===== src/rtl/div_sequencer_pkg.sv =====
// Shared definitions for the RV32M divide sequencer: funct3 encodings,
// FSM state type and operation decode helpers.
package div_sequencer_pkg;

  localparam logic [2:0] FUNCT3_DIV  = 3'b100;
  localparam logic [2:0] FUNCT3_DIVU = 3'b101;
  localparam logic [2:0] FUNCT3_REM  = 3'b110;
  localparam logic [2:0] FUNCT3_REMU = 3'b111;

  typedef enum logic [1:0] {
    IDLE = 2'd0,
    CALC = 2'd1,
    DONE = 2'd2
  } div_state_t;

  // Codes outside the M-extension divide group fall through as DIVU.
  function automatic logic op_is_signed(input logic [2:0] f3);
    return (f3 == FUNCT3_DIV) || (f3 == FUNCT3_REM);
  endfunction

  function automatic logic op_is_rem(input logic [2:0] f3);
    return (f3 == FUNCT3_REM) || (f3 == FUNCT3_REMU);
  endfunction

endpackage


===== src/rtl/div_sequencer_if.sv =====
// Request/response bundle between the execute stage and the divide sequencer.
interface div_sequencer_if #(
  parameter int XLEN = 32
);
  logic            start_i;
  logic [2:0]      funct3_i;
  logic [XLEN-1:0] rs1_i;
  logic [XLEN-1:0] rs2_i;
  logic            kill_i;
  logic            busy_o;
  logic            valid_o;
  logic [XLEN-1:0] result_o;

  modport master (
    output start_i, funct3_i, rs1_i, rs2_i, kill_i,
    input  busy_o, valid_o, result_o
  );

  modport slave (
    input  start_i, funct3_i, rs1_i, rs2_i, kill_i,
    output busy_o, valid_o, result_o
  );
endinterface


===== src/rtl/div_operand_prep.sv =====
// Combinational operand conditioning: magnitudes, result sign flags and
// divide-by-zero / signed-overflow detection for one divide request.
module div_operand_prep
  import div_sequencer_pkg::*;
#(
  parameter int XLEN = 32
) (
  input  logic [2:0]      funct3_i,
  input  logic [XLEN-1:0] rs1_i,
  input  logic [XLEN-1:0] rs2_i,
  output logic            is_rem_o,
  output logic [XLEN-1:0] dvd_mag_o,
  output logic [XLEN-1:0] dvs_mag_o,
  output logic            neg_quo_o,
  output logic            neg_rem_o,
  output logic            div_zero_o,
  output logic            overflow_o
);

  localparam logic [XLEN-1:0] ONE     = XLEN'(1);
  localparam logic [XLEN-1:0] MIN_NEG = {1'b1, {(XLEN-1){1'b0}}};

  function automatic logic [XLEN-1:0] neg2c(input logic [XLEN-1:0] v);
    return ~v + ONE;
  endfunction

  logic is_signed;
  logic rs1_neg;
  logic rs2_neg;

  always_comb begin
    is_signed  = op_is_signed(funct3_i);
    is_rem_o   = op_is_rem(funct3_i);
    rs1_neg    = is_signed & rs1_i[XLEN-1];
    rs2_neg    = is_signed & rs2_i[XLEN-1];
    dvd_mag_o  = rs1_neg ? neg2c(rs1_i) : rs1_i;
    dvs_mag_o  = rs2_neg ? neg2c(rs2_i) : rs2_i;
    neg_quo_o  = rs1_neg ^ rs2_neg;
    neg_rem_o  = rs1_neg;
    div_zero_o = (rs2_i == '0);
    overflow_o = is_signed && (rs1_i == MIN_NEG) && (rs2_i == '1);
  end

endmodule


===== src/rtl/div_sequencer.sv =====
// Radix-2 restoring divide sequencer for DIV/DIVU/REM/REMU, one quotient bit
// per cycle. Define DIV_FAST_SPECIAL_EN to retire div-by-zero/overflow in one cycle.
module div_sequencer
  import div_sequencer_pkg::*;
#(
  parameter int XLEN = 32
) (
  input  logic            clk_i,
  input  logic            rst_i,
  div_sequencer_if.slave  io
);

  localparam int              CNT_W    = (XLEN > 1) ? $clog2(XLEN) : 1;
  localparam logic [CNT_W-1:0] CNT_LAST = CNT_W'(XLEN - 1);
  localparam logic [CNT_W-1:0] CNT_ONE  = CNT_W'(1);
  localparam logic [XLEN-1:0]  ONE      = XLEN'(1);
  localparam logic [XLEN-1:0]  MIN_NEG  = {1'b1, {(XLEN-1){1'b0}}};

  function automatic logic [XLEN-1:0] neg2c(input logic [XLEN-1:0] v);
    return ~v + ONE;
  endfunction

  function automatic logic [XLEN-1:0] special_result(
    input logic            is_rem,
    input logic            div_zero,
    input logic [XLEN-1:0] rs1
  );
    if (div_zero) return is_rem ? rs1 : '1;
    return is_rem ? '0 : MIN_NEG;
  endfunction

  // Special cases override whatever the unsigned iteration left behind.
  function automatic logic [XLEN-1:0] fixup(
    input logic [XLEN-1:0] quo,
    input logic [XLEN-1:0] rem,
    input logic            is_rem,
    input logic            neg_quo,
    input logic            neg_rem,
    input logic            div_zero,
    input logic            overflow,
    input logic [XLEN-1:0] rs1
  );
    if (div_zero || overflow) return special_result(is_rem, div_zero, rs1);
    if (is_rem) return neg_rem ? neg2c(rem) : rem;
    return neg_quo ? neg2c(quo) : quo;
  endfunction

  logic            p_is_rem, p_neg_quo, p_neg_rem, p_div_zero, p_overflow;
  logic [XLEN-1:0] p_dvd_mag, p_dvs_mag;

  div_operand_prep #(.XLEN(XLEN)) u_prep (
    .funct3_i   (io.funct3_i),
    .rs1_i      (io.rs1_i),
    .rs2_i      (io.rs2_i),
    .is_rem_o   (p_is_rem),
    .dvd_mag_o  (p_dvd_mag),
    .dvs_mag_o  (p_dvs_mag),
    .neg_quo_o  (p_neg_quo),
    .neg_rem_o  (p_neg_rem),
    .div_zero_o (p_div_zero),
    .overflow_o (p_overflow)
  );

  div_state_t      state_q, state_d;
  logic [CNT_W-1:0] cnt_q, cnt_d;
  logic [XLEN-1:0] rem_q, rem_d;
  logic [XLEN-1:0] quo_q, quo_d;
  logic [XLEN-1:0] dvs_q, dvs_d;
  logic [XLEN-1:0] rs1_q, rs1_d;
  logic            is_rem_q, is_rem_d;
  logic            neg_quo_q, neg_quo_d;
  logic            neg_rem_q, neg_rem_d;
  logic            div_zero_q, div_zero_d;
  logic            overflow_q, overflow_d;
  logic [XLEN-1:0] result_q, result_d;

  logic [XLEN:0]   shifted;
  logic [XLEN:0]   trial;
  logic [XLEN-1:0] rem_step;
  logic [XLEN-1:0] quo_step;
  logic            accept;

  // One restoring step: shift {rem, quo} left, keep the difference if it fits.
  always_comb begin
    shifted = {rem_q, quo_q[XLEN-1]};
    trial   = shifted - {1'b0, dvs_q};
    if (!trial[XLEN]) begin
      rem_step = trial[XLEN-1:0];
      quo_step = {quo_q[XLEN-2:0], 1'b1};
    end else begin
      rem_step = shifted[XLEN-1:0];
      quo_step = {quo_q[XLEN-2:0], 1'b0};
    end
  end

  assign accept = io.start_i && !io.kill_i && ((state_q == IDLE) || (state_q == DONE));

  always_comb begin
    state_d    = state_q;
    cnt_d      = cnt_q;
    rem_d      = rem_q;
    quo_d      = quo_q;
    dvs_d      = dvs_q;
    rs1_d      = rs1_q;
    is_rem_d   = is_rem_q;
    neg_quo_d  = neg_quo_q;
    neg_rem_d  = neg_rem_q;
    div_zero_d = div_zero_q;
    overflow_d = overflow_q;
    result_d   = result_q;

    case (state_q)
      IDLE, DONE: begin
        if (accept) begin
          rem_d      = '0;
          quo_d      = p_dvd_mag;
          dvs_d      = p_dvs_mag;
          rs1_d      = io.rs1_i;
          is_rem_d   = p_is_rem;
          neg_quo_d  = p_neg_quo;
          neg_rem_d  = p_neg_rem;
          div_zero_d = p_div_zero;
          overflow_d = p_overflow;
          cnt_d      = CNT_LAST;
          state_d    = CALC;
`ifdef DIV_FAST_SPECIAL_EN
          if (p_div_zero || p_overflow) begin
            state_d  = DONE;
            result_d = special_result(p_is_rem, p_div_zero, io.rs1_i);
          end
`endif
        end else begin
          state_d = IDLE;
        end
      end
      CALC: begin
        rem_d = rem_step;
        quo_d = quo_step;
        if (cnt_q == '0) begin
          state_d  = DONE;
          result_d = fixup(quo_step, rem_step, is_rem_q, neg_quo_q, neg_rem_q,
                           div_zero_q, overflow_q, rs1_q);
        end else begin
          cnt_d = cnt_q - CNT_ONE;
        end
      end
      default: state_d = IDLE;
    endcase

    // A flush wins over everything, including a result about to be written.
    if (io.kill_i) begin
      state_d  = IDLE;
      result_d = result_q;
    end
  end

  always_ff @(posedge clk_i or posedge rst_i) begin
    if (rst_i) begin
      state_q    <= IDLE;
      cnt_q      <= '0;
      rem_q      <= '0;
      quo_q      <= '0;
      dvs_q      <= '0;
      rs1_q      <= '0;
      is_rem_q   <= 1'b0;
      neg_quo_q  <= 1'b0;
      neg_rem_q  <= 1'b0;
      div_zero_q <= 1'b0;
      overflow_q <= 1'b0;
      result_q   <= '0;
    end else begin
      state_q    <= state_d;
      cnt_q      <= cnt_d;
      rem_q      <= rem_d;
      quo_q      <= quo_d;
      dvs_q      <= dvs_d;
      rs1_q      <= rs1_d;
      is_rem_q   <= is_rem_d;
      neg_quo_q  <= neg_quo_d;
      neg_rem_q  <= neg_rem_d;
      div_zero_q <= div_zero_d;
      overflow_q <= overflow_d;
      result_q   <= result_d;
    end
  end

  assign io.busy_o   = (state_q == CALC);
  assign io.valid_o  = (state_q == DONE);
  assign io.result_o = result_q;

endmodule


===== src/flat_wrapper.sv =====
// flat-port wrapper written by rule: the top's interface ports become plain ports
module div_sequencer_flat import div_sequencer_pkg::*;
#(
  parameter int XLEN = 32
)
  (clk_i, rst_i, io_start_i, io_funct3_i, io_rs1_i, io_rs2_i, io_kill_i, io_busy_o, io_valid_o, io_result_o);
  div_sequencer_if #(.XLEN(XLEN)) io_i ();
  input  logic clk_i;
  input  logic rst_i;
  input wire logic [$bits(io_i.start_i)-1:0] io_start_i;
  input wire logic [$bits(io_i.funct3_i)-1:0] io_funct3_i;
  input wire logic [$bits(io_i.rs1_i)-1:0] io_rs1_i;
  input wire logic [$bits(io_i.rs2_i)-1:0] io_rs2_i;
  input wire logic [$bits(io_i.kill_i)-1:0] io_kill_i;
  output wire logic [$bits(io_i.busy_o)-1:0] io_busy_o;
  output wire logic [$bits(io_i.valid_o)-1:0] io_valid_o;
  output wire logic [$bits(io_i.result_o)-1:0] io_result_o;
  assign io_i.start_i = io_start_i;
  assign io_i.funct3_i = io_funct3_i;
  assign io_i.rs1_i = io_rs1_i;
  assign io_i.rs2_i = io_rs2_i;
  assign io_i.kill_i = io_kill_i;
  assign io_busy_o = io_i.busy_o;
  assign io_valid_o = io_i.valid_o;
  assign io_result_o = io_i.result_o;
  div_sequencer #(.XLEN(XLEN)) u_core (.clk_i(clk_i), .rst_i(rst_i), .io(io_i));
endmodule

===== config.mk =====
export PLATFORM = sky130hd
export DESIGN_NAME = div_sequencer_flat
export DESIGN_NICKNAME = d
export VERILOG_FILES = /design/src/rtl/div_sequencer_pkg.sv /design/src/rtl/div_sequencer_if.sv /design/src/rtl/div_operand_prep.sv /design/src/rtl/div_sequencer.sv /design/src/flat_wrapper.sv
export SDC_FILE = /design/constraint.sdc
export NUM_CORES = 1
export LEC_CHECK = 0
export ABC_AREA = 1
export BUFFER_PORTS_ARGS = -buffer_cell sky130_fd_sc_hd__buf_2
export CAP_MARGIN = 10
export CORE_MARGIN = 2
export CORE_UTILIZATION = 50
export CTS_BUF_LIST = sky130_fd_sc_hd__clkbuf_8 sky130_fd_sc_hd__clkbuf_16
export DETAILED_ROUTE_END_ITERATION = 10
export GPL_ROUTABILITY_DRIVEN = 0
export PLACE_DENSITY = 0.76
export SETUP_SLACK_MARGIN = 0.15
export SYNTH_ARGS = -nofsm -noshare
export SYNTH_HDL_FRONTEND = slang
export SYNTH_SLANG_ARGS = --single-unit

===== constraint.sdc =====
create_clock -name clk_i -period 8.3 [get_ports clk_i]
set_clock_uncertainty 0.1 [all_clocks]
set_input_delay 1.66 -clock clk_i [delete_from_list [all_inputs] [get_ports clk_i]]
set_output_delay 1.66 -clock clk_i [all_outputs]
set_load 0.01 [all_outputs]

# --- Word-level counts from Yosys, hierarchy flattened ---
# Index checks and enable logic that the tools add are counted.
word_totals:
  inputBits: 71
  ff_bits: 172
  out_inout_bits: 34
  elab_cells: 90
classes:
  reduce_logical: 18
  n_addsub: 6
  muxes: 36
  n_eq_ne: 10
  bitwise_logic: 8
ops:
  columns: ["operator", "n"]
  rows:
  - ["32-bit 2-to-1 mux", 15]
  - ["32-bit by 1-bit adder with 32-bit output, second input constant", 4]
  - ["32-bit inverter", 4]
  - ["32-bit one-hot mux with 2 select lines", 2]
  - ["32-bit equality test, second input constant", 2]
  - ["33-bit by 32-bit subtractor with 33-bit output", 1]
  - ["32-bit logical NOT", 1]
  - ["1-bit 2-to-1 mux", 13]
  - ["5-bit 2-to-1 mux", 2]
  - ["5-bit one-hot mux with 2 select lines", 1]
  - ["3-bit equality test, second input constant", 3]
  - ["3-bit AND reduction", 2]
  - ["5-bit logical NOT", 1]
  - ["5-bit by 1-bit subtractor with 5-bit output, second input constant", 1]
  - ["1-bit logical AND", 4]
  - ["1-bit logical OR", 4]
  - ["2-bit 2-to-1 mux", 2]
  - ["2-bit one-hot mux with 2 select lines", 1]
  - ["2-bit AND reduction", 2]
  - ["3-bit by 2-bit inequality test with 1-bit output, second input constant", 1]
  - ["1-bit AND", 2]
  - ["2-bit by 1-bit equality test with 1-bit output, second input constant", 1]
  - ["2-bit equality test, second input constant", 1]
  - ["2-bit logical NOT", 1]
  - ["7 further kinds", 7]

# --- Depth between registers and ports, before layout ---
logic_depth:
  ltp_word: 9
  depth_mapped: 32
  ltp_nobuf: 31

# --- Hierarchy ---
# A second synthesis with hierarchy kept.
hier_totals:
  cells_unflattened: 2480
  hier_area_um2: 15105.7
modules_own_cells:
  columns: ["mod", "instances", "seq_area_each_um2", "area_per_inst_um2", "cells_each"]
  rows:
  - ["div_sequencer", 1, 4304.1, 12794.8, 1984]
  - ["div_operand_prep", 1, 0.0, 2311.0, 496]

# --- Least setup slack after synthesis ---
# Ideal clock, no wire load.
synth_path:
  path_kind: "reg2reg"
  from: "register u_core.quo_q[31]"
  to: "register u_core.result_q[28] (netlist: u_core.io.result_o[28])"
  arrival_ns: 4.025
  slack_ns: 4.098
  period_less_slack_ns: 4.202
  setup_ns: 0.077
  required_ns: 8.123
  path_stages_with_launch: 32
  path_buffers: 1
  path_cell_list: "dfrtp_1 > inv_1 > ha_1 > inv_1 > fa_1 > nand2_1 > nand2_1 > nand3_1 > nand2_2 > nand2_2 > nand2_4 > nand2_4 > nand3_2 > nand2_8 > buf_4 > ha_1 > nand3_1 > nor3_1 > nand4_1 > nor2_1 > nand4_1 > nor3_1 > nand3_1 > nor2_1 > nand3_1 > nand2_1 > nand2_1 > nand2_1 > nand3_1 > nand2_1 > nand2_1 > a21oi_1"
synth_between:
  elab_chain_cells: 8
  word_cells_on_any_way: 12
  cone_classes: "3 x add/sub; 7 x mux; 2 x bitwise"
synth_lines:
  columns: ["element", "line_no", "source"]
  rows:
  - ["start: declaration", "div_sequencer.sv:67", "logic [XLEN-1:0] quo_q, quo_d;"]
  - ["start signal: assignment", "div_sequencer.sv:175", "quo_q <= quo_d;"]
  - ["33-bit by 32-bit subtractor with 33-bit output", "div_sequencer.sv:86", "trial = shifted - {1'b0, dvs_q};"]
  - ["32-bit 2-to-1 mux", "div_sequencer.sv:87", "if (!trial[XLEN]) begin"]
  - ["32-bit inverter", "div_sequencer.sv:20", "return ~v + ONE;"]
  - ["32-bit by 1-bit adder with 32-bit output", "div_sequencer.sv:20", null]
  - ["32-bit 2-to-1 mux (2 in series)", "div_sequencer.sv:44", "if (is_rem) return neg_rem ? neg2c(rem) : rem;"]
  - ["32-bit 2-to-1 mux *", "div_sequencer.sv:45", "return neg_quo ? neg2c(quo) : quo;"]
  - ["32-bit 2-to-1 mux *", "div_sequencer.sv:44", null]
  - ["end signal: assignment", "div_sequencer.sv:183", "result_q <= result_d;"]
  - ["end: declaration", "div_sequencer.sv:75", "logic [XLEN-1:0] result_q, result_d;"]
# Mark *: on every way between the ends. The rest lies on a longest branch, timed or not.
# A chain may end at the register's enable or synchronous reset.

# --- Final worst setup path ---
# Ends and elaborated chain as after synthesis.

==> flow_metrics.py <==
metrics = {
    "run_status": {
        "status": "finished with violations",
        "failed_checks": "DRC",
    },
    "logic_synthesis": {
        "yosysWarnings": 0,
        "synth_cell_types": 49,
        "synth_area_mm2": 0.0142,
        "synth_fp_nets": 2371,
        "ys.flop_type": "dfrtp_1",
        "synth_edf_count": 0,
        "netlist_instances": 2260,
        "syn_avg_cell_area_um2": 6.29,
        "yosysSeqAreaShare_pct": 30.3,
        "async_flop_share_pct": 100,
        "synth-seq-cells": 172,
    },
    "sta": {
        "tns_ns": 0,
        "slew-limit-headroom_pct": 42.5,
        "setup_viol": 0,
        "grt_setup_unrepaired": "false",
        "tightest_slew_ns": 0.861,
        "finalCritPeriodShare_pct": 62.9,
        "fmax_ghz": 0.192,
        "post-route-min-period_ns": 5.22,
        "fin_ws_ns": 3.08,
        "drv_slew": 0,
        "timing_hold_violations_final": 0,
    },
    "grt": {
        "grt.total_usage_pct": 28.9,
        "grt_start_max_net_pins": 85,
        "gr-total-overflow": 0,
        "antenna_found_initial": 1,
        "grt_pass1_vias": 13973,
        "grt_first_pass_wirelength_mm": 70.3,
    },
    "critical_path": {
        "path_buf_inv": 2,
        "end_kind": "register",
        "crit_family": "simple AND/OR/NAND/NOR gates",
        "crit_path_start_kind": "register",
        "cp.arrival_ns": 5.49,
        "critPathMaxFanout": 42,
        "r2r_cells": 30,
        "path_class": "reg -> reg",
        "worstPathRequired_ns": 8.57,
        "slowest_delay_ns": 0.42,
        "crit_cells": 30,
        "slowest_stage": "fa_1",
        "crit_top_cell": "nand2_1",
    },
    "cts": {
        "cts_tree": "built",
        "cts_buffers": 17,
        "clkSlewWorstSetupHoldPaths_ns": 0.08,
        "cts_sinks": 172,
        "cts-root-buf": "clkbuf_16",
        "cts-resized-gates": 0,
        "cts_htree_levels": 4,
        "cts_hold_buffers": 0,
        "postCtsSetupBuffers": 0,
        "clock_latency_ns": 0.44,
        "clk_path_buf_depth": 2,
    },
    "pwr": {
        "leakagePower_nw": 8.22,
        "max-vdd-ir-drop_uv": 192,
        "power-per-cell-area_mw_per_mm2": 361,
    },
    "hold_path": {
        "hold_depth": 2,
        "hp-class": "reg -> reg",
    },
    "floorplanning": {
        "die_y_um": 173,
        "die_w_um": 173,
        "die_area_mm2": 0.0298,
        "num_rows": 61,
        "coreArea_mm2": 0.0279,
        "num_io_pins": 105,
        "initial_utilization_pct": 51.0,
    },
    "detailed_routing": {
        "detail_route.wl_per_cell_um": 16.0,
        "ant_nets": 0,
        "first_iter_violations": 1351,
        "drc": 1,
        "first_pass_iters": 11,
        "avgViaCountPerCell": 5.51,
        "vias": 14924,
        "routed_wl_mm": 43.2,
    },
    "layout": {
        "nets": 2428,
        "synthToLayoutAreaGrowth_pct": 9.49,
        "nFillCells": 2753,
        "drive_above_1_share_pct": 10.5,
        "antennaDiodeCount": 0,
        "post-route-util_pct": 55.9,
    },
    "placed_design": {
        "pre_cts_ws_ns": 3.22,
        "dp.final_hpwl_mm": 32.2,
        "io_buffers": 104,
    },
    "job": {
        "drv_cap": 0,
    },
}
-- through the flow --
step / cells / power, mW / hold WS [ns] / cell area, um^2
global placement: 2676 / 4.61 / 0.360 / 15000
detailed placement: 2676 / 4.68 / 0.363 / 15000
floorplan: 2260 / 3.92 / 0.344 / 14200
finish: 2708 / 5.62 / 0.381 / 15600
global route: 2708 / 6.12 / 0.399 / 15600
CTS: 2708 / 5.56 / 0.383 / 15600
-- tightest hold or removal path, cell delays in order (launching register included) --
cell,delay [ns]
dfrtp_1,0.34
nand2_1,0.05
nand2_1,0.05
-- report_power, final --
group | switching, mW | internal [mW]
Clock | 0.409 | 0.441
Combinational | 2.46 | 1.10
Sequential | 0.174 | 1.03
Total | 3.05 | 2.58
-- final cells by class --
type / count / area, um^2 / share of cell area [%]
Clock buffer: 18 / 439 / 2.82
Clock inverter: 14 / 173 / 1.11
Inverter: 336 / 1270 / 8.13
Multi-Input combinational cell: 1671 / 8280 / 53.2
Sequential cell: 172 / 4310 / 27.7
Tap cell: 378 / 473 / 3.04
Timing Repair Buffer: 119 / 633 / 4.07
-- path summary, 6_finish.rpt --
kind,slack [ns],startpoint,end
setup / recovery,3.08,u_core.quo_q[31]$_DFFE_PP0P_,u_core.io.result_o[28]$_DFFE_PP0P_
hold / removal,0.38,u_core.rs1_q[8]$_DFFE_PP0P_,u_core.rs1_q[8]$_DFFE_PP0P_
setup reg to reg,3.08,u_core.quo_q[31]$_DFFE_PP0P_,u_core.io.result_o[28]$_DFFE_PP0P_
hold reg to reg,0.38,u_core.rs1_q[8]$_DFFE_PP0P_,u_core.rs1_q[8]$_DFFE_PP0P_
max in group asynchronous,5.67,rst_i,u_core.is_rem_q$_DFFE_PP0P_
min in group asynchronous,1.22,rst_i,u_core.dvs_q[13]$_DFFE_PP0P_
-- kinds of logic (layout without fill, tap and decap cells) --
logic type | count (synthesis) | in the layout | share of synthesized area [%]
simple gates | 1257 | 1257 | 38.0
buf+inv | 417 | 487 | 11.7
fa+ha+maj | 40 | 40 | 3.57
flops | 172 | 172 | 30.3
xor+xnor | 56 | 56 | 3.45
compound gates | 318 | 318 | 13.1
-- cells in the mapped netlist (5+ instances only) --
| cell type | instances | area (um^2) |
|---|---|---|
| nand2_1 | 690 | 2590 |
| inv_1 | 330 | 1240 |
| nor2_1 | 245 | 920 |
| dfrtp_1 | 172 | 4300 |
| nand3_1 | 164 | 821 |
| o21ai_0 | 122 | 611 |
| a21oi_1 | 69 | 345 |
| clkbuf_1 | 60 | 225 |
| xor2_1 | 46 | 403 |
| o22ai_1 | 42 | 263 |
| ha_1 | 39 | 488 |
| nor3_1 | 35 | 175 |
| nand2_2 | 29 | 181 |
| nand4_1 | 25 | 156 |
| a31oi_1 | 23 | 144 |
| o221ai_1 | 18 | 158 |
| nor2_2 | 15 | 93.8 |
| o31ai_1 | 13 | 97.6 |
| nand3b_1 | 12 | 90.1 |
| a21oi_2 | 10 | 87.6 |
| xnor2_1 | 10 | 87.6 |
| or2_2 | 9 | 56.3 |
| nor4_1 | 8 | 50.1 |
| o21ai_1 | 8 | 40.0 |
| nand2_4 | 7 | 78.8 |
| buf_6 | 6 | 67.6 |
| nand3_2 | 6 | 60.1 |
| buf_2 | 5 | 25.0 |
| inv_2 | 5 | 18.8 |
-- cells in the final DEF, fill, tap and decap left out, types with 4 or more instances in the layout --
master / count
nor4_1: 8
a21oi_1: 69
o21ai_1: 8
inv_1: 329
inv_8: 4
nand3_1: 163
nand2_4: 7
nor2_1: 243
nor3_1: 34
clkbuf_16: 17
inv_6: 4
nand2_1: 690
inv_2: 5
xor2_1: 46
nand3b_1: 12
o221ai_1: 18
buf_2: 104
or2_2: 9
o22ai_1: 42
nand4_1: 25
dfrtp_1: 171
nand3_2: 6
nor2_2: 17
a31oi_1: 23
xnor2_1: 10
o31ai_1: 13
ha_1: 39
buf_4: 15
a21oi_2: 10
o211ai_1: 4
nand2_2: 29
o21ai_0: 122
-- registers in the layout, indices dropped and copies added (netlist names) --
register,flops
u_core.cnt_q,5
u_core.is_rem_q,1
u_core.dvs_q,32
u_core.overflow_q,1
u_core.rem_q,32
u_core.rs1_q,32
u_core.neg_rem_q,1
u_core.io.result_o,32
u_core.div_zero_q,1
u_core.quo_q,32
u_core.neg_quo_q,1
u_core.state_q,2
-- per-layer routing --
metal	vias to the layer above	routed length (um)	GRT usage [%]
met1	6836	18900	39.5
met4	0	1990	13.7
met3	132	3130	3.69
met2	640	19100	45.6
li1	7316	-	-
met5	-	0	0
No activity file was read; power rests on OpenSTA's default activity.
